$ cat src/rtl/fano_pkg.sv
// Shared types and limits for the Fano front-end phase scheduler.
package fano_pkg;

  localparam int N_PHASE_MAX = 8;
  localparam int PH_W_MAX    = 3;

  typedef enum logic [1:0] {
    IDLE   = 2'd0,
    FLUSH  = 2'd1,
    SEARCH = 2'd2,
    LOCKED = 2'd3
  } sched_state_t;

endpackage

$ cat src/rtl/sat_counter.sv
// Up-counter with synchronous clear (priority) that holds at all-ones.
// Count visible the cycle after i_inc; no backpressure.
module sat_counter #(
  parameter int W = 8
) (
  input  logic         clk,
  input  logic         reset,
  input  logic         i_clr,
  input  logic         i_inc,
  output logic [W-1:0] o_cnt
);

  logic [W-1:0] r_cnt;

  always_ff @(posedge clk or posedge reset) begin
    if (reset) begin
      r_cnt <= '0;
    end else if (i_clr) begin
      r_cnt <= '0;
    end else if (i_inc && (r_cnt != {W{1'b1}})) begin
      r_cnt <= r_cnt + 1'b1;
    end
  end

  assign o_cnt = r_cnt;

endmodule

$ cat src/rtl/fano_phase_sched.sv
// Steps phase/IQ-swap hypotheses, flushing the LLR path after each change, and qualifies lock.
// All outputs registered: request at edge N shows at N+1; no backpressure, requests outside SEARCH are dropped.
module fano_phase_sched
  import fano_pkg::*;
#(
  parameter int N_PHASE  = N_PHASE_MAX,
  parameter int PH_W     = PH_W_MAX,
  parameter int SETTLE_W = 8,
  parameter int LOCK_W   = 16,
  parameter int SWEEP_W  = 8
) (
  input  logic                clk,
  input  logic                reset,
  input  logic                i_enable,
  input  logic [PH_W:0]       i_phase_count,
  input  logic [SETTLE_W-1:0] i_settle_len,
  input  logic [LOCK_W-1:0]   i_lock_cycles,
  input  logic                i_next_phase,
  input  logic                i_is_sync,
  output logic [PH_W-1:0]     o_phase,
  output logic                o_flush,
  output logic                o_last_phase_stb,
  output logic                o_locked,
  output logic                o_lock_lost_stb,
  output logic [SWEEP_W-1:0]  o_sweep_cnt
);

  localparam logic [PH_W:0] LP_NPH = N_PHASE[PH_W:0];

  sched_state_t        r_state;
  logic [SETTLE_W-1:0] r_settle;
  logic [PH_W-1:0]     r_phase;
  logic                r_flush;
  logic                r_last_stb;
  logic                r_locked;
  logic                r_lost_stb;

  logic [PH_W:0]       w_pc_eff;
  logic [PH_W:0]       w_last_idx;
  logic                w_wrap;
  logic                w_step;
  logic [LOCK_W-1:0]   w_lock_eff;
  logic [LOCK_W-1:0]   w_sync_cnt;
  logic                w_lock_hit;
  logic                w_sync_clr;
  logic                w_sync_inc;
  logic                w_sweep_clr;

  // Out-of-range hypothesis counts fall back to the full set.
  assign w_pc_eff   = ((i_phase_count == '0) || (i_phase_count > LP_NPH)) ? LP_NPH : i_phase_count;
  assign w_last_idx = w_pc_eff - 1'b1;
  assign w_step     = i_enable && (r_state == SEARCH) && i_next_phase;
  assign w_wrap     = w_step && ({1'b0, r_phase} == w_last_idx);

  assign w_lock_eff = (i_lock_cycles == '0) ? LOCK_W'(1) : i_lock_cycles;
  // True when this cycle's sync sample completes the qualification run.
  assign w_lock_hit = i_is_sync && (w_sync_cnt >= (w_lock_eff - 1'b1));

  assign w_sync_clr  = !i_enable || (r_state != SEARCH) || !i_is_sync || i_next_phase;
  assign w_sync_inc  = i_is_sync;
  assign w_sweep_clr = !i_enable || (r_state == IDLE);

  sat_counter #(.W(LOCK_W)) u_sync_cnt (
    .clk   (clk),
    .reset (reset),
    .i_clr (w_sync_clr),
    .i_inc (w_sync_inc),
    .o_cnt (w_sync_cnt)
  );

  sat_counter #(.W(SWEEP_W)) u_sweep_cnt (
    .clk   (clk),
    .reset (reset),
    .i_clr (w_sweep_clr),
    .i_inc (w_wrap),
    .o_cnt (o_sweep_cnt)
  );

  always_ff @(posedge clk or posedge reset) begin
    if (reset) begin
      r_state    <= IDLE;
      r_settle   <= '0;
      r_phase    <= '0;
      r_flush    <= 1'b0;
      r_last_stb <= 1'b0;
      r_locked   <= 1'b0;
      r_lost_stb <= 1'b0;
    end else begin
      r_last_stb <= 1'b0;
      r_lost_stb <= 1'b0;
      if (!i_enable) begin
        r_state  <= IDLE;
        r_settle <= '0;
        r_phase  <= '0;
        r_flush  <= 1'b0;
        r_locked <= 1'b0;
      end else begin
        case (r_state)
          IDLE: begin
            r_state  <= FLUSH;
            r_settle <= i_settle_len;
            r_flush  <= 1'b1;
          end
          FLUSH: begin
            if (r_settle == '0) begin
              r_state <= SEARCH;
              r_flush <= 1'b0;
            end else begin
              r_settle <= r_settle - 1'b1;
            end
          end
          SEARCH: begin
            if (i_next_phase) begin
              r_phase    <= w_wrap ? '0 : r_phase + 1'b1;
              r_last_stb <= w_wrap;
              r_state    <= FLUSH;
              r_settle   <= i_settle_len;
              r_flush    <= 1'b1;
            end else if (w_lock_hit) begin
              r_state  <= LOCKED;
              r_locked <= 1'b1;
            end
          end
          LOCKED: begin
            if (!i_is_sync) begin
              r_state    <= SEARCH;
              r_locked   <= 1'b0;
              r_lost_stb <= 1'b1;
            end
          end
          default: r_state <= IDLE;
        endcase
      end
    end
  end

  assign o_phase          = r_phase;
  assign o_flush          = r_flush;
  assign o_last_phase_stb = r_last_stb;
  assign o_locked         = r_locked;
  assign o_lock_lost_stb  = r_lost_stb;

endmodule

$ cat config.mk
export PLATFORM = sky130hd
export DESIGN_NAME = fano_phase_sched
export DESIGN_NICKNAME = d
export VERILOG_FILES = /design/src/rtl/fano_pkg.sv /design/src/rtl/sat_counter.sv /design/src/rtl/fano_phase_sched.sv
export SDC_FILE = /design/constraint.sdc
export NUM_CORES = 1
export LEC_CHECK = 0
export ABC_AREA = 1
export CELL_PAD_IN_SITES_DETAIL_PLACEMENT = 2
export CELL_PAD_IN_SITES_GLOBAL_PLACEMENT = 2
export CORE_ASPECT_RATIO = 2
export CORE_MARGIN = 2
export CORE_UTILIZATION = 31
export CTS_BUF_LIST = sky130_fd_sc_hd__clkbuf_8 sky130_fd_sc_hd__clkbuf_16
export DETAILED_ROUTE_END_ITERATION = 16
export PLACE_DENSITY = 0.84
export SYNTH_ARGS = -nofsm -noshare
export SYNTH_HDL_FRONTEND = slang
export SYNTH_SLANG_ARGS = --single-unit
$ cat constraint.sdc
create_clock -name clk -period 1.9 [get_ports clk]
set_input_delay 0.285 -clock clk [delete_from_list [all_inputs] [get_ports clk]]
set_output_delay 0.285 -clock clk [all_outputs]
set_load 0.05 [all_outputs]
==> qor.txt <==
Total GRT Usage = 29.28%
Max incr delay on CP = 0.27 ns
Chip height = 146.0 um
WL per Instance = 25.16 um
Arrival time at the worst endpoint = 2.80 ns
Cell leakage power = 2.454 nW
Inserted Clock Buffers = 5
Post-synth EDFFs = 0
Hold bufs inserted after CTS = 0
Number of diodes = 0
Layout Cells excl Fill = 715
I/O pin total = 48
Final Skew = 0.007651 ns
Worst hold path type = in2async
Netlist cell types = 33
Share of layout cells above drive strength 1 = 37.39%
Failing checks = negative setup slack
DP HPWL = 10.75 mm
Worst EP required = 2.12 ns
Vias in the first global route = 4,442
Core footprint = 0.009763 sq mm
Synth Cell Area = 0.003127 sq mm
Largest net degree at the start of global routing = 42
Reg clk slew, reported paths = 0.07 ns
Chip width = 75.02 um
Initial drt markers = 126
Most common library cell in the layout ignoring fill and taps = buf_4
Post-route cell area = 0.005082 sq mm
Unrepaired setup endpoints after global routing = yes
Total power = 3.366 mW
Residual DRC count = 0
CTS tree = built
CP Cell Sequence = buf_8, nor2_4, nand3_4, nor2_4, a21oi_2, ha_2, nand2_4, nor2_4, buf_6, xnor2_4, ha_4, nand2_1, inv_2, nand2_2, nor2_1, nor2_1, nand2_1, nand2_1, nand2_2, nand3_2, a21oi_2
PwrDens = 662.2 mW/mm^2
Final setup violation count = 2
Total gr overflow = 0
Final Util = 52.06%
IO Port Bufs = 47
Final antenna-violating net count = 0
Clock Latency Late Sink = 0.30 ns
Status = finished with violations
Global-route wire length before repair = 23.60 mm
Mean Syn Cell Area = 7.188 sq um
Buffers & Inverters on Critical Path = 3
Fillers = 1,058
Peak supply drop = 0.5656 mV
Synthesized Nets = 491
Fin. Hold Viols = 0
Row count = 51
Setup crit end kind = register
Vias = 3,859
Area Growth Syn to Fin = 62.54%
Critical path launch point type = input port
Slew margin rel. = 62.95%
Initial core utilization = 32.03%
Post-DP Area = 0.004345 sq mm
Gate Count Post-Synth = 435
Vias per inst = 5.397
CP Class = in2reg
GPL Wtd Cong = 0.8723
Multi-input gate area in the final layout = 0.002306 sq mm
Final period util = 136.0%
Worst Path Max Fanout = 3
R2r setup slk = -0.07 ns
Max clock buf depth = 2
Seq/Total Area, Yosys = 32.81%
Fmax = 386.9 MHz
Worst-Margin Slew = 0.5540 ns
Post-route setup slack = -0.6848 ns
Num Clock Sinks = 41
Antenna violations before repair = 0
Final wirelength = 17.99 mm
Final worst path period need = 2.585 ns
Drt first pass iters = 4
Setup TNS Final = -1.293 ns
Placed cells = 678
Dpl ws = -1.286 ns
Register Area = 0.001030 sq mm
CTS root buffer = clkbuf_16
Die ar. = 0.01095 sq mm
Most frequent cells in the layout = buf_4, nand2_1, inv_1, nor2_1, dfrtp_1
Nets@finish = 638
Flops & latches, synth = 41
Async S/R FF share, synth = 100.0%
Hold Slack = 0.3458 ns
H-tree levels = 2
Yosys warning total = 0
Cell family with most CP delay = simple AND/OR/NAND/NOR gates
Max Slew Vio Count = 0
Max-cap violations = 0
Synth Flop Type = dfrtp_1
Slowest CP cell = ha_4
==> final cells by class <==
cell class	count	share of cell area (%)
Clock buffer	5	2.462
Multi-Input combinational cell	336	45.37
Sequential cell	41	20.26
Tap cell	132	3.250
Timing Repair Buffer	142	24.10
Inverter	56	4.284
Clock inverter	3	0.2708
==> worst min-delay path, stage by stage <==
cell and delay, ns:
clkdlybuf4s50_1 0.39, inv_1 0.09, buf_12 0.25
==> where the power goes <==
| group | internal [mW] | switching [mW] |
|---|---|---|
| clock | 0.479 | 0.390 |
| sequential | 0.980 | 0.116 |
| combinational | 0.536 | 0.864 |
| total | 2.00 | 1.37 |
==> per-layer routing <==
metal | track usage, % | vias up | part of all wire (%)
met5 | 0 | - | 0
met2 | 58.46 | 121 | 58
met4 | 18.48 | 0 | 8.3
met1 | 24.76 | 1935 | 30
met3 | 2.899 | 72 | 2.9
li1 | - | 1731 | -
==> final timing paths <==
check / startpoint / endpoint / cells after the start
max in group asynchronous: reset / r_state[1] / 3
worst max-delay path: i_lock_cycles[15] / o_locked / 21
worst max register to register: u_sync_cnt.o_cnt[0] / o_locked / 11
worst min register to register: o_flush / o_flush / 2
min in group clk: o_flush / o_flush / 2
worst min-delay path: reset / u_sweep_cnt.o_cnt[2] / 3
==> synth_stat cells, types with 6 or more instances <==
library cell | number | area share, %
dfrtp_1 | 41 | 33
nand3_1 | 38 | 6.1
nand4_1 | 14 | 2.8
nor3_1 | 8 | 1.3
xor2_1 | 22 | 6.2
ha_1 | 23 | 9.2
xnor2_1 | 8 | 2.2
nand2_1 | 88 | 11
nor2_1 | 65 | 7.8
a21oi_1 | 13 | 2.1
inv_1 | 54 | 6.5
o22ai_1 | 6 | 1.2
o21ai_0 | 25 | 4.0
==> cells by family (layout without fill, tap and decap cells) <==
| kind of cell | count (synthesis) | count (layout) | synth area share (%) |
|---|---|---|---|
| adders and majority gates | 23 | 23 | 9.204 |
| and+or+nand+nor | 225 | 226 | 31.93 |
| xor gates and xnor gates | 30 | 30 | 8.403 |
| DFF | 41 | 41 | 32.81 |
| AOI/OAI and AO/OA | 55 | 55 | 9.924 |
| muxes | 2 | 2 | 0.6403 |
| buffers and inverters | 59 | 206 | 7.083 |
==> repair_timing <==
item,in CTS,in global routing
buffers inserted,18,11
endpoints found under the setup margin,17,34
cloned,1,0
pin swaps,48,46
resized for setup,121,74
==> sequential cells by signal (all words and copies together), names as in the netlist <==
signal,count
u_sync_cnt.o_cnt,16
r_settle,8
u_sweep_cnt.o_cnt,8
o_phase,3
r_state,2
o_flush,1
o_last_phase_stb,1
o_lock_lost_stb,1
o_locked,1
Power figures use the tool's default switching activity.
